$ cat src/rtl/branch_control_path_if.sv
// Bus between the picoMIPS control path (master) and the program memory/datapath (slave).
interface branch_control_path_if #(
  parameter int N      = 8,
  parameter int A_SIZE = 3,
  parameter int O_SIZE = 6,
  parameter int P_SIZE = 5,
  parameter int R_SIZE = 3,
  parameter int I_SIZE = O_SIZE + R_SIZE + N
);

  logic [I_SIZE-1:0] instrIn;
  logic              zeroFlag;
  logic [9:0]        switchesIn;
  logic [P_SIZE-1:0] pmAddr;
  logic              writeReg;
  logic [A_SIZE-1:0] aluFunc;
  logic              aluImmediate;
  logic              immSwitches;
  logic [R_SIZE-1:0] opD;
  logic [N-1:0]      opS;
  logic [P_SIZE-1:0] displayPC;
  logic [O_SIZE-1:0] displayOpCode;
  logic              halted;

  modport master (
    input  instrIn, zeroFlag, switchesIn,
    output pmAddr, writeReg, aluFunc, aluImmediate, immSwitches,
           opD, opS, displayPC, displayOpCode, halted
  );

  modport slave (
    output instrIn, zeroFlag, switchesIn,
    input  pmAddr, writeReg, aluFunc, aluImmediate, immSwitches,
           opD, opS, displayPC, displayOpCode, halted
  );

endinterface

$ cat src/rtl/branch_control_path.sv
// picoMIPS multicycle control path: FETCH/EXEC sequencer with jumps, zero-flag
// branches, a wait-for-switch stall and halt. Control outputs are live only in EXEC.
module branch_control_path #(
  parameter int N      = 8,
  parameter int A_SIZE = 3,
  parameter int O_SIZE = 6,
  parameter int P_SIZE = 5,
  parameter int R_SIZE = 3,
  parameter int I_SIZE = O_SIZE + R_SIZE + N
) (
  input logic                    clk,
  input logic                    reset,
  branch_control_path_if.master  bus
);

  localparam logic [O_SIZE-1:0] OP_JMP    = O_SIZE'(6'b010000);
  localparam logic [O_SIZE-1:0] OP_BEQ    = O_SIZE'(6'b010001);
  localparam logic [O_SIZE-1:0] OP_BNE    = O_SIZE'(6'b010010);
  localparam logic [O_SIZE-1:0] OP_LDSW   = O_SIZE'(6'b100000);
  localparam logic [O_SIZE-1:0] OP_WAITSW = O_SIZE'(6'b100001);
  localparam logic [O_SIZE-1:0] OP_HALT   = O_SIZE'(6'b111111);

  typedef enum logic [1:0] {
    S_FETCH,
    S_EXEC,
    S_WAIT,
    S_HALT
  } state_t;

  state_t            r_state;
  logic [P_SIZE-1:0] r_pc;
  logic [I_SIZE-1:0] r_ir;
  logic              r_sw8Q;
  logic              r_writeReg;
  logic [A_SIZE-1:0] r_aluFunc;
  logic              r_aluImmediate;
  logic              r_immSwitches;
  logic              r_halted;

  logic [O_SIZE-1:0] w_fetchOp;
  logic [O_SIZE-1:0] w_irOp;
  logic              w_decWriteReg;
  logic [A_SIZE-1:0] w_decAluFunc;
  logic              w_decAluImm;
  logic              w_decImmSw;
  logic [P_SIZE-1:0] w_pcInc;
  logic [P_SIZE-1:0] w_target;
  logic [P_SIZE-1:0] w_branch;
  logic [P_SIZE-1:0] w_pcNext;
  logic              w_sw8Edge;
  logic              w_unusedSwitches;

  assign w_fetchOp = bus.instrIn[I_SIZE-1 -: O_SIZE];
  assign w_irOp    = r_ir[I_SIZE-1 -: O_SIZE];
  assign w_sw8Edge = bus.switchesIn[8] & ~r_sw8Q;

  // Only bit 8 steers the sequencer; the rest belong to the datapath.
  assign w_unusedSwitches = ^{bus.switchesIn[9], bus.switchesIn[7:0]};

  // Decode is done on the word being fetched so the control outputs can be
  // registered on the FETCH->EXEC edge and still appear exactly during EXEC.
  always_comb begin
    w_decWriteReg = 1'b0;
    w_decAluFunc  = '0;
    w_decAluImm   = 1'b0;
    w_decImmSw    = 1'b0;
    if (w_fetchOp[O_SIZE-1 -: 2] == 2'b00) begin
      w_decWriteReg = 1'b1;
      w_decAluImm   = w_fetchOp[3];
      w_decAluFunc  = w_fetchOp[A_SIZE-1:0];
    end else if (w_fetchOp == OP_LDSW) begin
      w_decWriteReg = 1'b1;
      w_decImmSw    = 1'b1;
    end
  end

  // Branch offsets are P_SIZE wide, so a plain modulo add equals PC + sext(offset).
  assign w_pcInc  = r_pc + P_SIZE'(1);
  assign w_target = r_ir[P_SIZE-1:0];
  assign w_branch = r_pc + w_target;

  always_comb begin
    w_pcNext = w_pcInc;
    case (w_irOp)
      OP_JMP:  w_pcNext = w_target;
      OP_BEQ:  w_pcNext = bus.zeroFlag ? w_branch : w_pcInc;
      OP_BNE:  w_pcNext = bus.zeroFlag ? w_pcInc : w_branch;
      OP_HALT: w_pcNext = r_pc;
      default: w_pcNext = w_pcInc;
    endcase
  end

  always_ff @(posedge clk) begin
    if (reset) begin
      r_state        <= S_FETCH;
      r_pc           <= '0;
      r_ir           <= '0;
      r_sw8Q         <= 1'b0;
      r_writeReg     <= 1'b0;
      r_aluFunc      <= '0;
      r_aluImmediate <= 1'b0;
      r_immSwitches  <= 1'b0;
      r_halted       <= 1'b0;
    end else begin
      r_sw8Q <= bus.switchesIn[8];
      case (r_state)
        S_FETCH: begin
          r_ir           <= bus.instrIn;
          r_writeReg     <= w_decWriteReg;
          r_aluFunc      <= w_decAluFunc;
          r_aluImmediate <= w_decAluImm;
          r_immSwitches  <= w_decImmSw;
          r_state        <= S_EXEC;
        end
        S_EXEC: begin
          r_writeReg     <= 1'b0;
          r_aluFunc      <= '0;
          r_aluImmediate <= 1'b0;
          r_immSwitches  <= 1'b0;
          r_pc           <= w_pcNext;
          if (w_irOp == OP_WAITSW) begin
            r_state <= S_WAIT;
          end else if (w_irOp == OP_HALT) begin
            r_state  <= S_HALT;
            r_halted <= 1'b1;
          end else begin
            r_state <= S_FETCH;
          end
        end
        // An edge seen during EXEC is already history here, so only edges inside WAIT release it.
        S_WAIT: begin
          if (w_sw8Edge) begin
            r_state <= S_FETCH;
          end
        end
        S_HALT: begin
          r_state <= S_HALT;
        end
        default: begin
          r_state <= S_FETCH;
        end
      endcase
    end
  end

  assign bus.pmAddr        = r_pc;
  assign bus.displayPC     = r_pc;
  assign bus.displayOpCode = w_irOp;
  assign bus.opD           = r_ir[N +: R_SIZE];
  assign bus.opS           = r_ir[N-1:0];
  assign bus.writeReg      = r_writeReg;
  assign bus.aluFunc       = r_aluFunc;
  assign bus.aluImmediate  = r_aluImmediate;
  assign bus.immSwitches   = r_immSwitches;
  assign bus.halted        = r_halted;

endmodule
$ cat src/flat_wrapper.sv
// flat-port wrapper written by rule: the top's interface ports become plain ports
module branch_control_path_flat 
#(
  parameter int N      = 8,
  parameter int A_SIZE = 3,
  parameter int O_SIZE = 6,
  parameter int P_SIZE = 5,
  parameter int R_SIZE = 3,
  parameter int I_SIZE = O_SIZE + R_SIZE + N
)
  (clk, reset, bus_instrIn, bus_zeroFlag, bus_switchesIn, bus_pmAddr, bus_writeReg, bus_aluFunc, bus_aluImmediate, bus_immSwitches, bus_opD, bus_opS, bus_displayPC, bus_displayOpCode, bus_halted);
  branch_control_path_if #(.N(N), .A_SIZE(A_SIZE), .O_SIZE(O_SIZE), .P_SIZE(P_SIZE), .R_SIZE(R_SIZE), .I_SIZE(I_SIZE)) bus_i ();
  input logic clk;
  input logic reset;
  input wire logic [$bits(bus_i.instrIn)-1:0] bus_instrIn;
  input wire logic [$bits(bus_i.zeroFlag)-1:0] bus_zeroFlag;
  input wire logic [$bits(bus_i.switchesIn)-1:0] bus_switchesIn;
  output wire logic [$bits(bus_i.pmAddr)-1:0] bus_pmAddr;
  output wire logic [$bits(bus_i.writeReg)-1:0] bus_writeReg;
  output wire logic [$bits(bus_i.aluFunc)-1:0] bus_aluFunc;
  output wire logic [$bits(bus_i.aluImmediate)-1:0] bus_aluImmediate;
  output wire logic [$bits(bus_i.immSwitches)-1:0] bus_immSwitches;
  output wire logic [$bits(bus_i.opD)-1:0] bus_opD;
  output wire logic [$bits(bus_i.opS)-1:0] bus_opS;
  output wire logic [$bits(bus_i.displayPC)-1:0] bus_displayPC;
  output wire logic [$bits(bus_i.displayOpCode)-1:0] bus_displayOpCode;
  output wire logic [$bits(bus_i.halted)-1:0] bus_halted;
  assign bus_i.instrIn = bus_instrIn;
  assign bus_i.zeroFlag = bus_zeroFlag;
  assign bus_i.switchesIn = bus_switchesIn;
  assign bus_pmAddr = bus_i.pmAddr;
  assign bus_writeReg = bus_i.writeReg;
  assign bus_aluFunc = bus_i.aluFunc;
  assign bus_aluImmediate = bus_i.aluImmediate;
  assign bus_immSwitches = bus_i.immSwitches;
  assign bus_opD = bus_i.opD;
  assign bus_opS = bus_i.opS;
  assign bus_displayPC = bus_i.displayPC;
  assign bus_displayOpCode = bus_i.displayOpCode;
  assign bus_halted = bus_i.halted;
  branch_control_path #(.N(N), .A_SIZE(A_SIZE), .O_SIZE(O_SIZE), .P_SIZE(P_SIZE), .R_SIZE(R_SIZE), .I_SIZE(I_SIZE)) u_core (.clk(clk), .reset(reset), .bus(bus_i));
endmodule
$ cat config.mk
export PLATFORM = sky130hd
export DESIGN_NAME = branch_control_path_flat
export DESIGN_NICKNAME = d
export VERILOG_FILES = /design/src/rtl/branch_control_path_if.sv /design/src/rtl/branch_control_path.sv /design/src/flat_wrapper.sv
export SDC_FILE = /design/constraint.sdc
export NUM_CORES = 1
export LEC_CHECK = 0
export BUFFER_PORTS_ARGS = -buffer_cell sky130_fd_sc_hd__buf_2
export CORE_MARGIN = 2
export CORE_UTILIZATION = 30
export CTS_CLUSTER_DIAMETER = 100
export DETAILED_ROUTE_END_ITERATION = 8
export PLACE_DENSITY = 0.62
export SLEW_MARGIN = 30
export SYNTH_ARGS = -nofsm -noshare
export SYNTH_HDL_FRONTEND = slang
export SYNTH_SLANG_ARGS = --single-unit
$ cat constraint.sdc
create_clock -name clk -period 2.5 [get_ports clk]
set_clock_uncertainty 0.1 [all_clocks]
set_input_delay 0.375 -clock clk [delete_from_list [all_inputs] [get_ports clk]]
set_output_delay 0.375 -clock clk [all_outputs]
set_load 0.01 [all_outputs]
==> results of run 1 <==
==> power by group through the flow <==
stage	Sequential [uW]	Clock [uW]	Combinational (uW)
2_1_floorplan	596	0	134
3_3_place_gp	594	0	206
3_5_place_dp	595	0	208
4_1_cts	583	511	209
5_1_grt	590	537	234
6_report	583	491	206
==> worst max-delay path: cells and delay by family, from the launching register on <==
family | cells | cell delay [ns]
compound gates | 3 | 0.46
fa+ha+maj | 2 | 0.77
flops | 1 | 0.39
simple gates | 1 | 0.07
==> flip-flops by register name (all words and copies together) (netlist names) <==
register	count
u_core.bus.writeReg	1
u_core.r_ir	17
u_core.bus.halted	1
u_core.bus.aluFunc	3
u_core.bus.displayPC	5
u_core.r_state	2
u_core.r_sw8Q	1
u_core.bus.aluImmediate	1
u_core.bus.immSwitches	1
==> logic make-up (layout without fill, tap and decap cells) <==
group | count (synthesis) | count (layout) | synth area share (%)
AOI/OAI and AO/OA | 53 | 53 | 20.59
adders and majority gates | 6 | 6 | 5.226
buffers and inverters | 15 | 64 | 5.224
and+or+nand+nor | 82 | 82 | 25.65
DFF | 32 | 32 | 40.54
xor gates and xnor gates | 5 | 5 | 2.772
==> final timing paths <==
path / from / to / slack, ns
worst min register to register: u_core.r_ir[5]$_SDFFE_PP0P_ / u_core.r_ir[5]$_SDFFE_PP0P_ / 0.35
worst max-delay path: u_core.bus.displayPC[0]$_SDFFE_PP0P_ / u_core.bus.displayPC[1]$_SDFFE_PP0P_ / 0.61
worst max register to register: u_core.bus.displayPC[0]$_SDFFE_PP0P_ / u_core.bus.displayPC[1]$_SDFFE_PP0P_ / 0.61
worst min-delay path: bus_instrIn[10] / u_core.r_ir[10]$_SDFFE_PP0P_ / 0.22
==> routing by layer <==
metal | global-route usage [%] | share of wire, %
met1 | 17.45 | 46
met2 | 22.92 | 47
met3 | 3.673 | 4.9
met4 | 7.636 | 2.1
met5 | 0 | 0
==> metrics by stage <==
step                      worst slack (ns)  hold WS (ns)  std cells  power [uW]
after floorplan                     0.7380        0.3478        193       730.2
after global placement              0.6327        0.3409        304       800.1
after detailed placement            0.6221        0.3474        304       802.7
after CTS                           0.6009        0.2101        312        1303
after global routing                0.3784        0.2201        312        1360
final                               0.6147        0.2211        312        1279
==> placed cells by master (no fill, tap or decap), types with 2 or more instances in the layout <==
master and count:
o21ai_0 4, xor2_1 3, a21oi_1 29, nand3_1 5, a211oi_1 4, nor3_1 2
nor2b_1 3, ha_1 5, clkbuf_8 5, nand2_1 39, buf_2 54, xnor2_1 2
and3_1 3, nor2_1 15, a221oi_1 2, or2_2 2, nand4_1 2, nand3b_1 2
a22oi_1 4, nand2b_1 4, dfxtp_1 32
==> layout make-up <==
| cell class | count | area [um2] |
|---|---|---|
| fillers | 567 | 3133 |
| multi-input cells | 146 | 857.1 |
| flip-flops and latches | 32 | 640.6 |
| repair buffers | 55 | 277.8 |
| well taps | 70 | 87.58 |
| clock buffers | 6 | 72.57 |
| clock inverters | 2 | 35.03 |
| inverters | 1 | 3.754 |
==> impl_metrics.env, run 1 <==
export IMPL_hold_buffers=0
export IMPL_fin_util_pct=38.66
export IMPL_h_tree_depth=2
export IMPL_seqPwrFrac_pct=45.6
export IMPL_avgViaCountPerCell=4.817
export IMPL_dr_pass1_iters=5
export IMPL_numCtsBuffers=5
export IMPL_slowest_delay_ns=0.50
export IMPL_start_kind="register"
export IMPL_cp_max_fo=9
export IMPL_whs_path_depth=3
export IMPL_core_um2=5107
export IMPL_critPathCaptureType="register"
export IMPL_yosys_most_used_dff="dfxtp_1"
export IMPL_grt_pass1_wl_mm=6.555
export IMPL_drt_wl_total_mm=3.877
export IMPL_placed_area_um2=1867
export IMPL_clkPwrFrac_pct=38.4
export IMPL_drv_slew=0
export IMPL_cts_resized=0
export IMPL_start_util_pct=30.94
export IMPL_avgSynthCellArea_um2=8.188
export IMPL_intPower_uw=929.6
export IMPL_synthTopCellsByArea="dfxtp_1 41%, nand2_1 9.3%, a21oi_1 9.2%, ha_1 4.0%, nor2_1 3.6%"
export IMPL_synth_cell_types=40
export IMPL_grt_usage_pct=14.27
export IMPL_critical_path_class="reg -> reg"
export IMPL_drive_gt1_share_pct=28.93
export IMPL_synthArstFlopShare_pct=0
export IMPL_io_pins=64
export IMPL_synth_seq_area_share_pct=40.54
export IMPL_path_cells="ha_1, fa_1, nand3b_1, a21oi_1, o21ai_0, a211oi_1"
export IMPL_setup_viol=0
export IMPL_root_buffer="clkbuf_8"
export IMPL_syn_nets=229
export IMPL_holdCritPathClass="in -> reg"
export IMPL_cts_setup_buffers=0
export IMPL_overflow=0
export IMPL_switching_share_pct=27.32
export IMPL_ir_drop_v=0.0003148
export IMPL_area_growth_pct=24.94
export IMPL_rr_worst_depth=6
export IMPL_synthTopCellsByCount="39 x nand2_1, 32 x dfxtp_1, 29 x a21oi_1, 15 x nor2_1, 6 x buf_4"
export IMPL_cts_sinks=32
export IMPL_fin_crit_sh_pct=75.41
export IMPL_synth_seq_cells=32
export IMPL_synth_top_area_share_pct=40.54
export IMPL_gp_congestion=0.7543
export IMPL_required_ns=2.60
export IMPL_dieWidth_um=76.58
export IMPL_synth_cell_area_um2=1580
export IMPL_grt_start_max_net_pins=33
export IMPL_antenna_found_initial=0
export IMPL_detail_route_wl_per_cell_um=12.43
export IMPL_stdcell_area_um2=1974
export IMPL_fin_nets=277
export IMPL_p_leak_uw=0.0008875
export IMPL_chipHeight_um=76.58
export IMPL_relSlewSlack_pct=55.68
export IMPL_drc=0
export IMPL_max_freq_mhz=530.4
export IMPL_clk_pin_slew_ns=0.07
export IMPL_antenna_left=0
export IMPL_netSwitchingPower_uw=349.4
export IMPL_syn_inst=193
export IMPL_hpwl_mm=2.780
export IMPL_status="complete, no violations"
export IMPL_cp_data_arrival_time_ns=1.99
export IMPL_clock_path_buffers=2
export IMPL_dieArea_um2=5864
export IMPL_synth_most_common_cell="nand2_1"
export IMPL_grt_pass1_vias=1354
export IMPL_yosysWarnings=0
export IMPL_synth_edf_count=0
export IMPL_power_density_nw_per_um2=647.8
export IMPL_hold_viol_final=0
export IMPL_insertion_delay_ns=0.28
export IMPL_p_comb_share_pct=16.1
export IMPL_cp_slowest_cell="fa_1"
export IMPL_io_buffers=54
export IMPL_max_cap_violations=0
export IMPL_yosysTopAreaCell="dfxtp_1"
export IMPL_drt_iter0_markers=76
export IMPL_finalCriticalPeriod_ns=1.885
export IMPL_tritoncts="done"
export IMPL_routed_via_count=1503
export IMPL_diodes=0
export IMPL_rsz0062_at_grt="false"
export IMPL_placementRows=26
export IMPL_worst_slew_pin_slew_ns=0.6578
export IMPL_tns_ns=0
Power figures use the tool's default switching activity.
==> run 2: changes to the inputs <==
clock period = 1.9 ns   (was 2.5 ns; I/O delays follow)
==> run 2 against run 1 <==
Core utilization grew 1.3 points. Via count is 1.7% higher. Sequential power is 29% higher. Critical endpoint unchanged. Largest power group unchanged.
==> impl_metrics.env, run 2 (synthesized netlist as in run 1, its figures left out) <==
export IMPL_status="complete, no violations"
export IMPL_crit_family="adder cells"
export IMPL_drv_slew=0
export IMPL_max_freq_mhz=577.5
export IMPL_holdCritPathClass="in -> reg"
export IMPL_setup_viol=0
export IMPL_detail_route_wl_per_cell_um=12.93
export IMPL_insertion_delay_ns=0.29
export IMPL_hold_buffers=0
export IMPL_grt_pass1_vias=1532
export IMPL_ir_drop_v=0.0003616
export IMPL_fillerInstances=559
export IMPL_drt_wl_total_mm=4.150
export IMPL_cp_max_fo=4
export IMPL_rr_worst_depth=6
export IMPL_rr_endpoint="u_core.bus.displayPC[1]$_SDFFE_PP0P_"
export IMPL_area_growth_pct=29.22
export IMPL_final_common_cell="buf_2"
export IMPL_relSlewSlack_pct=59.49
export IMPL_dp_cells=313
export IMPL_routed_via_count=1529
export IMPL_hpwl_mm=2.885
export IMPL_clk_pin_slew_ns=0.07
export IMPL_fin_crit_sh_pct=91.14
export IMPL_tritoncts="done"
export IMPL_stdcell_count=321
export IMPL_path_cells="ha_1, fa_1, nand3b_1, a21oi_1, o21ai_0, a211oi_1"
export IMPL_diodes=0
export IMPL_drive_gt1_share_pct=31.47
export IMPL_r2r_start="u_core.r_ir[0]$_SDFFE_PP0P_"
export IMPL_grt_usage_pct=15.11
export IMPL_rsz0062_at_grt="false"
export IMPL_grt_pass1_wl_mm=7.058
export IMPL_start_util_pct=30.94
export IMPL_dieWidth_um=76.58
export IMPL_critPathCaptureType="register"
export IMPL_avgViaCountPerCell=4.763
export IMPL_cts_sinks=32
export IMPL_max_cap_violations=0
export IMPL_cp_endpoint="u_core.bus.displayPC[1]$_SDFFE_PP0P_"
export IMPL_hold_viol_final=0
export IMPL_largest_register_ff_count=17
export IMPL_power_density_nw_per_um2=839.4
export IMPL_dr_pass1_iters=4
export IMPL_io_pins=64
export IMPL_clock_path_buffers=2
export IMPL_slowest_delay_ns=0.50
export IMPL_cp_num_buf_inv=0
export IMPL_h_tree_depth=2
export IMPL_cts_resized=0
export IMPL_tns_ns=0
export IMPL_drc=0
export IMPL_finalCriticalPeriod_ns=1.732
export IMPL_p_leak_uw=0.0009336
export IMPL_fin_nets=286
export IMPL_cp_slowest_cell="fa_1"
export IMPL_required_ns=2.01
export IMPL_critical_path_class="reg -> reg"
export IMPL_start_kind="register"
export IMPL_placementRows=26
export IMPL_ff2ff_setup_slack_ns=0.17
export IMPL_io_buffers=54
export IMPL_chipHeight_um=76.58
export IMPL_drt_iter0_markers=77
export IMPL_top_register="u_core.r_ir"
export IMPL_crit_cells=6
export IMPL_dieArea_um2=5864
export IMPL_cts_setup_buffers=0
export IMPL_overflow=0
export IMPL_antenna_found_initial=0
export IMPL_final_cell_mix="54 x buf_2, 39 x nand2_1, 32 x dfxtp_1"
export IMPL_antenna_left=0
export IMPL_cp_data_arrival_time_ns=1.84
export IMPL_core_um2=5107
export IMPL_gp_congestion=0.7711
export IMPL_root_buffer="clkbuf_8"
export IMPL_grt_start_max_net_pins=33
export IMPL_numCtsBuffers=5
export IMPL_worst_slew_pin_slew_ns=0.6076
export IMPL_worstSetupStartpoint="u_core.r_ir[0]$_SDFFE_PP0P_"
## run 2: changes by cell type in the layout (fill, tap and decap cells not counted)
cell   delta
buf_4     +9
## run 2: layout make-up
class / count / area, um2 / share of cell area (%)
Sequential cell: 32 / 640.6 / 31.37
Clock buffer: 6 / 72.57 / 3.554
Inverter: 1 / 3.754 / 0.1838
Multi-Input combinational cell: 146 / 857.1 / 41.97
Timing Repair Buffer: 64 / 345.3 / 16.91
Tap cell: 70 / 87.58 / 4.289
Clock inverter: 2 / 35.03 / 1.716
## run 2: tightest hold or removal path, delay by kind of cell
family / cells / cell delay (ns)
buffers and inverters: 1 / 0.09
AND/OR/NAND/NOR: 1 / 0.04
AO/OA/AOI/OAI: 1 / 0.05
## run 2: report_power, final
part / internal (uW) / switching [uW] / total [uW]
combinational: 140 / 172 / 312
sequential: 712 / 40.9 / 753
clock: 389 / 261 / 650
total: 1240 / 474 / 1710
## run 2: how the worst min path moves through the flow
| stage | cells past startpoint | startpoint | endpoint | slack (ns) |
|---|---|---|---|---|
| 2_1_floorplan | 1 | reset | u_core.bus.displayPC[4]$_SDFFE_PP0P_ | 0.26 |
| 3_3_place_gp | 2 | u_core.r_ir[6]$_SDFFE_PP0P_ | u_core.r_ir[6]$_SDFFE_PP0P_ | 0.34 |
| 3_5_place_dp | 2 | u_core.r_ir[6]$_SDFFE_PP0P_ | u_core.r_ir[6]$_SDFFE_PP0P_ | 0.34 |
| 4_1_cts | 3 | bus_instrIn[2] | u_core.r_ir[2]$_SDFFE_PP0P_ | 0.12 |
| 5_1_grt | 3 | bus_instrIn[10] | u_core.r_ir[10]$_SDFFE_PP0P_ | 0.14 |
| 6_report | 3 | bus_instrIn[2] | u_core.r_ir[2]$_SDFFE_PP0P_ | 0.13 |
## run 2: stage by stage
step	hold slack [ns]	total power, uW	cell area (um2)	utilization (%)	setup WS (ns)
global route	0.1367	1821	2042	39.98	0.03304
floorplan	0.2578	960.8	1580	-	0.1380
detailed placement	0.3431	1079	1934	37.87	0.1807
global placement	0.3408	1073	1934	37.87	0.1906
CTS	0.1172	1739	2042	39.98	0.1601
finish	0.1283	1714	2042	39.98	0.1683
## run 2: layer usage
| metal | share of wire, % | routed length, um | global-route usage [%] |
|---|---|---|---|
| met1 | 47 | 1971 | 18.60 |
| met2 | 46 | 1918 | 24.42 |
| met3 | 4.6 | 191 | 4.028 |
| met4 | 1.6 | 68 | 7.273 |
| met5 | 0 | 0 | 0 |
